[config.mk]
export PLATFORM = sky130hd
export DESIGN_NAME = fetch_stage
export DESIGN_NICKNAME = d
export VERILOG_FILES = /design/src/rtl/fetch_stage.sv
export SDC_FILE = /design/constraint.sdc
export NUM_CORES = 1
export LEC_CHECK = 0
export ABC_AREA = 0
export BUFFER_PORTS_ARGS = -buffer_cell sky130_fd_sc_hd__buf_2
export CAP_MARGIN = 40
export CORE_AREA = 10 10 121 123
export DETAILED_ROUTE_END_ITERATION = 10
export DIE_AREA = 0 0 131 133
export GPL_TIMING_DRIVEN = 0
export PLACE_DENSITY = 0.75
export SYNTH_ARGS = -nofsm -noshare
export SYNTH_HDL_FRONTEND = slang
export SYNTH_SLANG_ARGS = --single-unit
[constraint.sdc]
create_clock -name clk -period 2.1 [get_ports clk]
set_input_delay 0.105 -clock clk [delete_from_list [all_inputs] [get_ports clk]]
set_output_delay 0.105 -clock clk [all_outputs]
set_load 0.005 [all_outputs]
[src/rtl/fetch_stage.sv]
// Purpose: instruction-fetch stage; owns the PC, drives imem, fills the IF/ID register.
// Latency: one edge from imem_addr = A to instruction_out = mem[A], pc_out = A + 4.
// Backpressure: freeze holds PC and IF/ID; branch_taken redirects the PC and flushes IF/ID.
module fetch_stage #(
   parameter int unsigned      N        = 32,
   parameter logic [N-1:0]     RESET_PC = '0
) (
   input  logic          clk,
   input  logic          rst_n,
   input  logic          freeze,
   input  logic          branch_taken,
   input  logic [N-1:0]  branch_address,
   output logic [N-1:0]  imem_addr,
   input  logic [N-1:0]  imem_instruction,
   output logic [N-1:0]  pc_out,
   output logic [N-1:0]  instruction_out,
   output logic          valid_out,
   output logic [15:0]   fetch_count
);

   logic [N-1:0] pc_q, pc_d;
   logic [N-1:0] pc_out_q, pc_out_d;
   logic [N-1:0] instr_q, instr_d;
   logic         valid_q, valid_d;
   logic [15:0]  fetch_count_q, fetch_count_d;
   logic [N-1:0] pc_plus4;

   assign pc_plus4 = pc_q + N'(4);

   // Next-state selection: branch beats freeze, freeze beats normal advance.
   always_comb begin
      pc_d          = pc_q;
      pc_out_d      = pc_out_q;
      instr_d       = instr_q;
      valid_d       = valid_q;
      fetch_count_d = fetch_count_q;
      if (branch_taken) begin
         // Redirect to the word-aligned target; the word in flight becomes a bubble.
         pc_d     = {branch_address[N-1:2], 2'b00};
         pc_out_d = '0;
         instr_d  = '0;
         valid_d  = 1'b0;
      end else if (!freeze) begin
         pc_d          = pc_plus4;
         pc_out_d      = pc_plus4;
         instr_d       = imem_instruction;
         valid_d       = 1'b1;
         fetch_count_d = fetch_count_q + 16'd1;
      end
   end

   // PC and IF/ID pipeline registers with asynchronous reset.
   always_ff @(posedge clk or negedge rst_n) begin
      if (!rst_n) begin
         pc_q          <= RESET_PC;
         pc_out_q      <= '0;
         instr_q       <= '0;
         valid_q       <= 1'b0;
         fetch_count_q <= '0;
      end else begin
         pc_q          <= pc_d;
         pc_out_q      <= pc_out_d;
         instr_q       <= instr_d;
         valid_q       <= valid_d;
         fetch_count_q <= fetch_count_d;
      end
   end

   assign imem_addr       = pc_q;
   assign pc_out          = pc_out_q;
   assign instruction_out = instr_q;
   assign valid_out       = valid_q;
   assign fetch_count     = fetch_count_q;

endmodule

== Word-level counts from Yosys, hierarchy flattened ==
Index checks and enable logic that the tools add are counted.

* $add $sub $neg: 2
* Equal/unequal tests: 1
* Multiplexer cells: 7
* Bitwise gates (word level): 2
* Reductions and logical operators: 1

{| class="wikitable"
|+ Operators with widths
! cell !! number
|-
| $mux 32 || 5
|-
| $add 32x3->32 const B || 1
|-
| $add 16x1->16 const B || 1
|-
| $mux 1 || 2
|-
| $ne 2x1->1 const B || 1
|-
| $not 1->1 || 2
|-
| $reduce_and 2->1 || 1
|}

* Flip-flop bits (word level): 113
* Input port bits: 68
* Output and inout bits: 113
* Word-level logic and storage cells: 18

== Depth between registers and ports, before layout ==
Gate-level depths: netlist of the first run.

* Word-level depth: 3
* Depth in mapped cells: 8
* Depth with buffers taken out: 5

== Worst setup path after synthesis of the first run ==
OpenSTA, ideal clock, no wires.

* Path type: register to register
* Start point: reg pc_q[5], in the netlist imem_addr[5]
* End point: reg pc_q[25], in the netlist imem_addr[25]
* Library setup time: 0.082 ns
* Arrival time: 1.907 ns
* Data required time: 2.018 ns
* Slack: 0.111 ns
* Cell stages (with the launch flop): 7
* Buffers on the path: 2
* Clock period less this slack: 1.989 ns
* Path through: dfrtp_1 > buf_4 > nand4_1 > or4_4 > buf_6 > or4_1 > a31oi_1

* Longest elaborated chain between the ends: 3

{| class="wikitable"
|+ RTL lines
! element !! line !! source
|-
| from (decl) || 21 || <nowiki>logic [N-1:0] pc_q, pc_d;</nowiki>
|-
| from (signal assigned) || 61 || <nowiki>pc_q <= pc_d;</nowiki>
|-
| $add 32x3->32 || 28 || <nowiki>assign pc_plus4 = pc_q + N'(4);</nowiki>
|-
| $mux 32 || 43 || <nowiki>end else if (!freeze) begin</nowiki>
|-
| $mux 32 || 37 || <nowiki>if (branch_taken) begin</nowiki>
|}

Every way passes these cells. The select of a mux whose other input is x is not followed.
A chain may end at the register's enable or synchronous reset.

== Worst setup path in the final report of the first run ==
* Start point: reg pc_q[4], in the netlist imem_addr[4]
* End point: reg pc_q[25], in the netlist imem_addr[25]

The elaborated chain is that of the path after synthesis.

==> summary.txt, run 1 <==
Run status
  • Status: finished with violations
  • Failing checks: setup timing

Placed design
  • Final Wtd Congestion: 0.868
  • Port bufs: 176
  • Post-DP HPWL: 14000 um

Setup path
  • Crit path DAT: 2.38 ns
  • Crit Path Class: reg2reg
  • R2r setup slk: -0.006 ns
  • RR Startpoint: imem_addr[4]$_DFFE_PN0N_
  • Max FO, Critical Path: 10
  • R2R cell count: 6
  • CP endpoint kind: flip-flop
  • RR Endpoint: imem_addr[25]$_DFFE_PN0N_
  • Worst Setup EP: imem_addr[25]$_DFFE_PN0N_
  • CP startpoint: imem_addr[4]$_DFFE_PN0N_
  • Critical Path RT: 2.38 ns
  • Critical Path Source Type: flip-flop

Timing
  • Slew headroom: 50.2%
  • Final hold vios: 0
  • Worst Setup Slack, final: -0.00630 ns
  • Setup violators final: 1
  • Worst-margin pin slew: 0.746 ns
  • RSZ-0062 raised after global routing: true
  • Tcrit/Tclk final: 100%
  • Period minus WS final: 2.11 ns
  • Fin. max-slew vios: 0
  • Worst Skew: 0.00719 ns
  • Fin Hold WS: 0.00150 ns
  • Fmax: 475 MHz

Pwr
  • LEAKAGE: 0.00350 uW
  • Final Power: 5490 uW
  • Pwr dens: 726 mW/mm2
  • Max VDD drop: 0.430 mV

Clocking
  • CTS tree: built
  • Max Root-Sink Buffers: 2
  • Clock Sinks: 110
  • TritonCTS Buffers: 9
  • H-Tree Depth: 3
  • Clock latency at the later pin of the worst-skew pair: 0.35 ns
  • Root Buffer: clkbuf_16
  • Clock Pin Slew Worst Setup and Hold Paths: 0.07 ns

Logic synthesis
  • Avg Inst Size Synth: 9.82 um2
  • Synth top area share: 50.0%
  • Sequential element share of the synthesized area: 50.0%
  • Yosys reg bits: 110
  • Top cells by count, synth: dfrtp_1, nor2_1, nand2_1, mux2i_1, clkbuf_1
  • Most used DFF post-synth: dfrtp_1
  • Async SR Flop Fraction: 100%
  • Post-synth EDFFs: 0
  • Post-synth top area cell: dfrtp_1
  • Synth top area cells: dfrtp_1, mux2i_1, nor2_1
  • Synth Warn #: 0
  • Most common cell in the netlist: dfrtp_1
  • Synth cell types: 47
  • Mapped Cells: 560
  • Mapped Area: 0.00550 mm2

Global routing
  • Grt total ovfl: 0
  • Total track usage: 22.1%
  • Pin count of the biggest net entering global routing: 68
  • First-pass GRT wire length: 30500 um
  • Initial antenna violation count: 0
  • Vias in the first global route: 5636

Route
  • Post-route ant nets: 0
  • Routed wl met2: 9070 um
  • Max Used Layer: met4
  • M1 WL: 7930 um
  • Drt drc: 0
  • Drt pass-1 iters: 5
  • Routed wire length: 19200 um
  • Vias: 5437
  • Drt first-iter violations: 432
  • Post-DR wirelength/cell: 19.7 um
  • Via density per instance: 5.59
  • Met3 Wirelength: 1730 um

Final layout
  • Layout area overhead: 37.4%
  • Layout fillers: 1076
  • Antenna diodes: 0
  • Layout cell share with drive strength beyond 1: 33.0%
  • Nets: 866
  • Sequential cell area: 0.00278 mm2
  • Area of the multi-input gates: 0.00261 mm2

Run
  • Max Cap Viol: 0

Worst hold path
  • HP Class: in2reg

Floorplanning
  • Die height: 133 um
  • CORE AREA: 0.0124 mm2
  • Standard-cell rows: 41
  • Chip width: 131 um
  • IO Count: 181
  • Initial Utilization: 44.5%
  • Die area: 0.0174 mm2
==> power by group <==
part / switching (uW) / internal (uW)
clock: 804 / 1120
sequential: 230 / 2310
combinational: 535 / 483
==> critical path, cell delays in order (launching register included) <==
cell and delay (ns):
dfrtp_1 0.37, buf_6 0.13, nand4_1 0.22, or4_4 0.58
buf_6 0.17, or4_1 0.39, a31oi_1 0.17
==> layer usage <==
| layer | up-vias | GRT usage, % |
|---|---|---|
| li1 | 2511 | - |
| met1 | 2647 | 27.4 |
| met2 | 248 | 35.8 |
| met3 | 31 | 6.07 |
| met4 | 0 | 8.10 |
| met5 | - | 0 |
==> cells in the final DEF, fill, tap and decap left out, types with 3 or more instances in the layout <==
master / n
clkbuf_16: 9
a211oi_1: 5
nor2_1: 75
a21oi_1: 10
dfrtp_1: 92
dlygate4sd3_1: 34
mux2i_1: 33
or2_2: 4
buf_2: 179
xnor2_1: 26
nand3_1: 17
nor2b_1: 4
o31ai_1: 17
a311oi_1: 12
a311oi_2: 3
and3_1: 4
o21ai_0: 24
dfrtp_2: 18
inv_1: 8
nand2_1: 46
nor4_1: 4
buf_1: 3
a31oi_1: 12
buf_6: 4
clkbuf_1: 23
o211ai_1: 4
buf_4: 21
nor3_1: 9
or3_1: 10
xor2_1: 8
and4_1: 5
nand4_1: 16
or4_1: 21
==> cell type report <==
cell class / instances / area share, %
buffer: 40 / 2.80
clock buffer: 12 / 3.39
clock inverter: 4 / 1.03
inverter: 9 / 0.447
multi-input combinational: 398 / 34.6
sequential: 110 / 36.7
tap: 172 / 2.85
timing repair buffer: 228 / 18.2
==> sequential cells by signal, indices dropped and copies added, names as in the netlist <==
register         flops
fetch_count         16
imem_addr           30
instruction_out     32
pc_out              31
valid_out            1
==> how the worst min path moves through the flow <==
stage	startpoint	endpoint	slack (ns)	depth (start not counted)
floorplan	rst_n	fetch_count[0]$_DFFE_PN0P_	-0.19	0
detailed placement	rst_n	imem_addr[19]$_DFFE_PN0N_	0.15	1
global placement	branch_address[10]	imem_addr[10]$_DFFE_PN0N_	0.32	3
CTS	imem_instruction[31]	instruction_out[31]$_DFFE_PN0N_	0.0002	3
finish	imem_instruction[31]	instruction_out[31]$_DFFE_PN0N_	0.002	3
global route	imem_instruction[23]	instruction_out[23]$_DFFE_PN0N_	0.01	3
==> through the flow <==
| step | std cells | worst slack, ns | util (%) | setup TNS [ns] | cell area, um2 |
|---|---|---|---|---|---|
| 5_1_grt | 973 | -0.0448 | 61.1 | -0.151 | 7560 |
| 4_1_cts | 962 | -0.00925 | 59.7 | -0.0275 | 7380 |
| 3_3_place_gp | 909 | -0.340 | 53.4 | -39.35 | 6600 |
| 6_report | 973 | -0.00630 | 61.1 | -0.00630 | 7560 |
| 3_5_place_dp | 911 | -0.311 | 53.7 | -3.78 | 6640 |
| 2_1_floorplan | 561 | 0.111 | - | 0 | 5510 |
==> what timing repair did <==
item,4_1_cts,5_1_grt
setup endpoints to repair,28,29
pin swaps,3,6
resized for setup,19,31
hold buffers,34,0
setup buffers,4,12
endpoints found under the hold margin,76,0
==> cell families after synthesis <==
group	after synthesis	synth area share, %
AND/OR/NAND/NOR	229	21.6
flip-flops	110	50.0
AO/OA/AOI/OAI	97	12.0
buffers and inverters	53	4.25
XOR/XNOR	34	5.41
multiplexers	34	6.21
adder cells (fa/ha/maj)	2	0.455
other	1	0.0682
No activity file was read; power rests on OpenSTA's default activity.
==> inputs of run 2 (changes only) <==
--- a/config.mk
+++ b/config.mk
@@ -13,6 +13,7 @@
 export DIE_AREA = 0 0 131 133
 export GPL_TIMING_DRIVEN = 0
 export PLACE_DENSITY = 0.75
+export SETUP_SLACK_MARGIN = 0.3
 export SYNTH_ARGS = -nofsm -noshare
 export SYNTH_HDL_FRONTEND = slang
 export SYNTH_SLANG_ARGS = --single-unit
==> summary.txt, run 2 (same netlist as run 1, synthesis figures left out) <==
Final layout
  • Non-Filler Instances: 1054
  • Most frequent cells in the layout: buf_2, dfrtp_1, nor2_1
  • Largest register FFs: 32
  • Fin util: 69.4%
  • Layout fillers: 887
  • Nets: 947
  • Layout cell share with drive strength beyond 1: 44.1%
  • Antenna diodes: 0
  • Most common cell after layout, fill and taps aside: buf_2
  • Layout area overhead: 55.9%

Worst hold path
  • Hold depth: 3
  • HP Class: in2reg

Timing
  • Final hold vios: 1
  • Worst Setup Slack, final: -0.0163 ns
  • Fin Hold WS: -0.00410 ns
  • Fmax: 473 MHz
  • Fin. max-slew vios: 0
  • Slew headroom: 42.2%
  • Setup violators final: 1
  • Worst Skew: 0.00915 ns
  • RSZ-0062 raised after global routing: true
  • Period minus WS final: 2.12 ns
  • Worst-margin pin slew: 0.867 ns
  • Tcrit/Tclk final: 101%

Setup path
  • Crit Path Class: reg2reg
  • Crit-path cells: buf_6 > nand4_1 > or4_4 > buf_6 > or4_1 > a31oi_1
  • Slowest cell on crit path: or4_4
  • Delay-heaviest family, CP: simple AND/OR/NAND/NOR gates
  • Worst Setup EP: imem_addr[25]$_DFFE_PN0N_
  • CP Buf/Inv Count: 2
  • R2R cell count: 6
  • Max FO, Critical Path: 5
  • Critical Path Most Common Cell: buf_6
  • Critical Path Source Type: flip-flop
  • CP endpoint kind: flip-flop
  • CP Depth: 6
  • RR Endpoint: imem_addr[25]$_DFFE_PN0N_
  • CP startpoint: imem_addr[3]$_DFFE_PN0N_
  • R2r setup slk: -0.02 ns
  • RR Startpoint: imem_addr[3]$_DFFE_PN0N_
  • Critical Path RT: 2.38 ns
  • Crit path largest cell delay: 0.56 ns
  • Crit path DAT: 2.39 ns

Route
  • Drt drc: 0
  • Drt pass-1 iters: 5
  • Drt first-iter violations: 545
  • Post-route ant nets: 0
  • Post-DR wirelength/cell: 20.4 um
  • Vias: 5936
  • Via density per instance: 5.63
  • Routed wire length: 21500 um

Floorplanning
  • Standard-cell rows: 41
  • IO Count: 181
  • Die area: 0.0174 mm2
  • Die height: 133 um
  • Chip width: 131 um
  • Initial Utilization: 44.5%
  • CORE AREA: 0.0124 mm2

Global routing
  • Vias in the first global route: 6092
  • Grt total ovfl: 0
  • Pin count of the biggest net entering global routing: 61
  • First-pass GRT wire length: 32800 um
  • Initial antenna violation count: 0
  • Total track usage: 24.0%

Clocking
  • Clock latency at the later pin of the worst-skew pair: 0.36 ns
  • CTS tree: built
  • Max Root-Sink Buffers: 2
  • Clock Pin Slew Worst Setup and Hold Paths: 0.08 ns
  • Root Buffer: clkbuf_16
  • H-Tree Depth: 3
  • Clock Sinks: 110
  • TritonCTS Buffers: 9

Placed design
  • Final Wtd Congestion: 0.907
  • Post-DP HPWL: 13800 um
  • Port bufs: 176
  • Cells after DPL: 911

Pwr
  • Max VDD drop: 0.627 mV
  • Final Power: 5530 uW
  • Pwr dens: 644 mW/mm2
  • LEAKAGE: 0.00402 uW

Run
  • Max Cap Viol: 0

Run status
  • Status: finished with violations
  • Failing checks: hold timing, setup timing
## run 2: power by group
group | internal, uW | leakage [uW] | switching, uW
clock | 880 | 0.000143 | 819
combinational | 631 | 0.00249 | 668
sequential | 2320 | 0.00139 | 213
## run 2: worst min-delay path by stage
stage / from / endpoint / slack, ns
2_1_floorplan: rst_n / fetch_count[0]$_DFFE_PN0P_ / -0.19
3_3_place_gp: branch_address[4] / imem_addr[4]$_DFFE_PN0N_ / 0.32
5_1_grt: branch_address[20] / imem_addr[20]$_DFFE_PN0N_ / 0.01
4_1_cts: branch_address[24] / imem_addr[24]$_DFFE_PN0N_ / 0.00003
6_report: branch_address[24] / imem_addr[24]$_DFFE_PN0N_ / -0.004
3_5_place_dp: rst_n / imem_addr[19]$_DFFE_PN0N_ / 0.19
## run 2: area by class of cell
cell class	instances	area, um2	share of cell area, %
well taps	172	215	2.51
plain buffers	44	300	3.50
clock inverters	5	38.8	0.452
repair buffers	305	2050	23.9
flip-flops and latches	110	2780	32.4
multi-input cells	398	2910	33.9
inverters	9	33.8	0.394
clock buffers	11	253	2.95
## run 2: tightest hold or removal path, delay by kind of cell
family,cells,cell delay (ns)
compound gates,1,0.05
buf+inv,1,0.09
simple gates,1,0.08
## run 2: timing repair
| item | in CTS | in global routing |
|---|---|---|
| endpoints found under the setup margin | 45 | 54 |
| hold endpoints to repair | 89 | 1 |
| gates resized for setup | 68 | 67 |
| hold buffers | 40 | 1 |
| cloned | 2 | 0 |
| buffers inserted | 56 | 28 |
| pin swaps | 39 | 33 |
## run 2: routing by layer
layer	vias up	GRT usage, %	share of wire (%)
met1	2896	28.7	39
li1	2660	-	-
met3	57	7.59	9.6
met5	-	0	0
met4	0	9.52	3.1
met2	323	38.8	48
## run 2: metrics by stage
| stage | instance area, um2 | setup TNS, ns | setup slack [ns] |
|---|---|---|---|
| 2_1_floorplan | 5550 | 0 | 0.117 |
| 6_report | 8580 | -0.0163 | -0.0163 |
| 3_5_place_dp | 6690 | -2.62 | -0.189 |
| 3_3_place_gp | 6650 | -34.78 | -0.502 |
| 5_1_grt | 8580 | -0.0867 | -0.0479 |
| 4_1_cts | 8070 | 0 | 0.0374 |
==> inputs of run 3 (changes only) <==
==> constraint.sdc (replaced) <==
create_clock -name clk -period 2.1 [get_ports clk]
set_input_delay 0.42 -clock clk [delete_from_list [all_inputs] [get_ports clk]]
set_output_delay 0.42 -clock clk [all_outputs]
set_load 0.005 [all_outputs]
==> summary.txt, run 3 (same netlist as run 1, synthesis figures left out) <==
Final layout
  • Most frequent cells in the layout: buf_2, dfrtp_1, nor2_1
  • Fin util: 65.7%
  • Layout cell share with drive strength beyond 1: 45.8%
  • Largest register FFs: 32
  • Nets: 901
  • Layout area overhead: 47.7%
  • Most common cell after layout, fill and taps aside: buf_2
  • Antenna diodes: 0

Clocking
  • Max Root-Sink Buffers: 2
  • Clock Pin Slew Worst Setup and Hold Paths: 0.08 ns
  • Clock Sinks: 110
  • Hold buffers post-CTS: 0
  • TritonCTS Buffers: 9
  • H-Tree Depth: 3
  • Root Buffer: clkbuf_16
  • CTS tree: built
  • Clock latency at the later pin of the worst-skew pair: 0.36 ns

Route
  • Drt first-iter violations: 524
  • Vias: 5732
  • Drt drc: 0
  • Routed wire length: 20700 um
  • Post-route ant nets: 0
  • Via density per instance: 5.69
  • Post-DR wirelength/cell: 20.6 um
  • Drt pass-1 iters: 6

Pwr
  • Max VDD drop: 0.603 mV
  • Reg power frac: 46.6%
  • Sw power: 1660 uW
  • Comb power frac: 22.3%
  • Sw frac: 30.6%
  • Pwr dens: 668 mW/mm2
  • Clk pwr share: 31.1%
  • Internal: 3770 uW
  • LEAKAGE: 0.00383 uW

Worst hold path
  • HP Class: in2async

Timing
  • Tcrit/Tclk final: 100%
  • Fin. max-slew vios: 0
  • Slew headroom: 48.0%
  • RSZ-0062 raised after global routing: true
  • Worst Setup Slack, final: -0.00204 ns
  • Fmax: 476 MHz
  • Period minus WS final: 2.10 ns
  • Setup TNS: -0.00204 ns
  • Final hold vios: 0
  • Worst-margin pin slew: 0.780 ns
  • Setup violators final: 1
  • Worst Skew: 0.00937 ns

Setup path
  • Max FO, Critical Path: 5
  • Slowest cell on crit path: or4_4
  • Critical Path Source Type: flip-flop
  • Crit Path Class: reg2reg
  • Critical Path Most Common Cell: buf_6
  • CP endpoint kind: flip-flop
  • Crit path DAT: 2.38 ns
  • RR Startpoint: imem_addr[3]$_DFFE_PN0N_
  • Crit-path cells: buf_6 > nand4_1 > or4_4 > buf_6 > or4_1 > a31oi_1
  • Critical Path RT: 2.38 ns
  • Crit path largest cell delay: 0.56 ns
  • CP startpoint: imem_addr[3]$_DFFE_PN0N_

Global routing
  • Pin count of the biggest net entering global routing: 61
  • Grt total ovfl: 0
  • Total track usage: 22.7%
  • Vias in the first global route: 5895
  • First-pass GRT wire length: 31300 um
  • Initial antenna violation count: 0

Floorplanning
  • Initial Utilization: 44.5%
  • IO Count: 181
  • Die height: 133 um
  • Die area: 0.0174 mm2
  • CORE AREA: 0.0124 mm2
  • Standard-cell rows: 41
  • Chip width: 131 um

Placed design
  • Post-DP HPWL: 13800 um
  • Final Wtd Congestion: 0.907
  • Port bufs: 176

Run
  • Max Cap Viol: 0

Run status
  • Failing checks: setup timing
  • Status: finished with violations
run 3: cell types whose count changed in the layout (fill, tap and decap cells not counted), sizes merged:
cell,previous run,this run
clkbuf,38,35
clkdlybuf4s15,1,2
buf,280,277
dlygate4sd3,41,0
run 3: repair_timing:
action                                  CTS  global route
gates resized for setup                  72            72
setup buffers                            58            21
pin swaps                                38            33
endpoints found under the setup margin   94            55
cloned                                    2             0
run 3: final cells by class:
cell class / instances / area [um2]
clock buffer: 11 / 253
sequential: 110 / 2780
tap: 172 / 215
inverter: 9 / 33.8
clock inverter: 5 / 38.8
fill: 956 / 4240
timing repair buffer: 259 / 1600
multi-input combinational: 398 / 2880
buffer: 44 / 329
run 3: worst paths after layout:
kind                                                    end  slack (ns)  depth (start not counted)
worst max-delay path              imem_addr[25]$_DFFE_PN0N_      -0.002                          6
worst min-delay path              imem_addr[19]$_DFFE_PN0N_         0.1                          1
worst max register to register    imem_addr[25]$_DFFE_PN0N_      -0.002                          6
worst min register to register  fetch_count[15]$_DFFE_PN0P_        0.48                          1
max in group asynchronous          imem_addr[3]$_DFFE_PN0N_        1.26                          2
min in group clk                   imem_addr[8]$_DFFE_PN0N_        0.27                          3
run 3: power by group through the flow:
stage / sequential (uW) / clock (uW) / combinational [uW]
after floorplan: 2550 / 0 / 446
after global placement: 2550 / 0 / 902
after detailed placement: 2570 / 0 / 934
after CTS: 2520 / 1710 / 1100
after global routing: 2560 / 1790 / 1320
final: 2530 / 1690 / 1210
run 3: metrics by stage:
stage / hold slack [ns] / total power [uW] / setup slack (ns) / area (um2) / std cells
floorplan: 0.124 / 2990 / 0.117 / 5550 / 561
finish: 0.0979 / 5430 / -0.00204 / 8130 / 1008
detailed placement: 0.470 / 3500 / -0.407 / 6690 / 911
global placement: 0.458 / 3460 / -0.817 / 6650 / 909
global route: 0.160 / 5670 / -0.00720 / 8130 / 1008
CTS: 0.125 / 5330 / 0.0377 / 7690 / 987
run 3: worst max-delay path: cells and delay by family, from the launching register on:
kind	cells	cell delay (ns)
AOI/OAI and AO/OA	1	0.18
buffers and inverters	2	0.29
DFF	1	0.45
and+or+nand+nor	3	1.11
run 3: metal layers:
layer,global-route usage (%),vias to the layer above,wire length (um)
met5,0,-,0
met4,9.58,0,691
met3,7.55,65,2150
met2,36.1,325,9880
met1,27.5,2769,8000
li1,-,2573,-
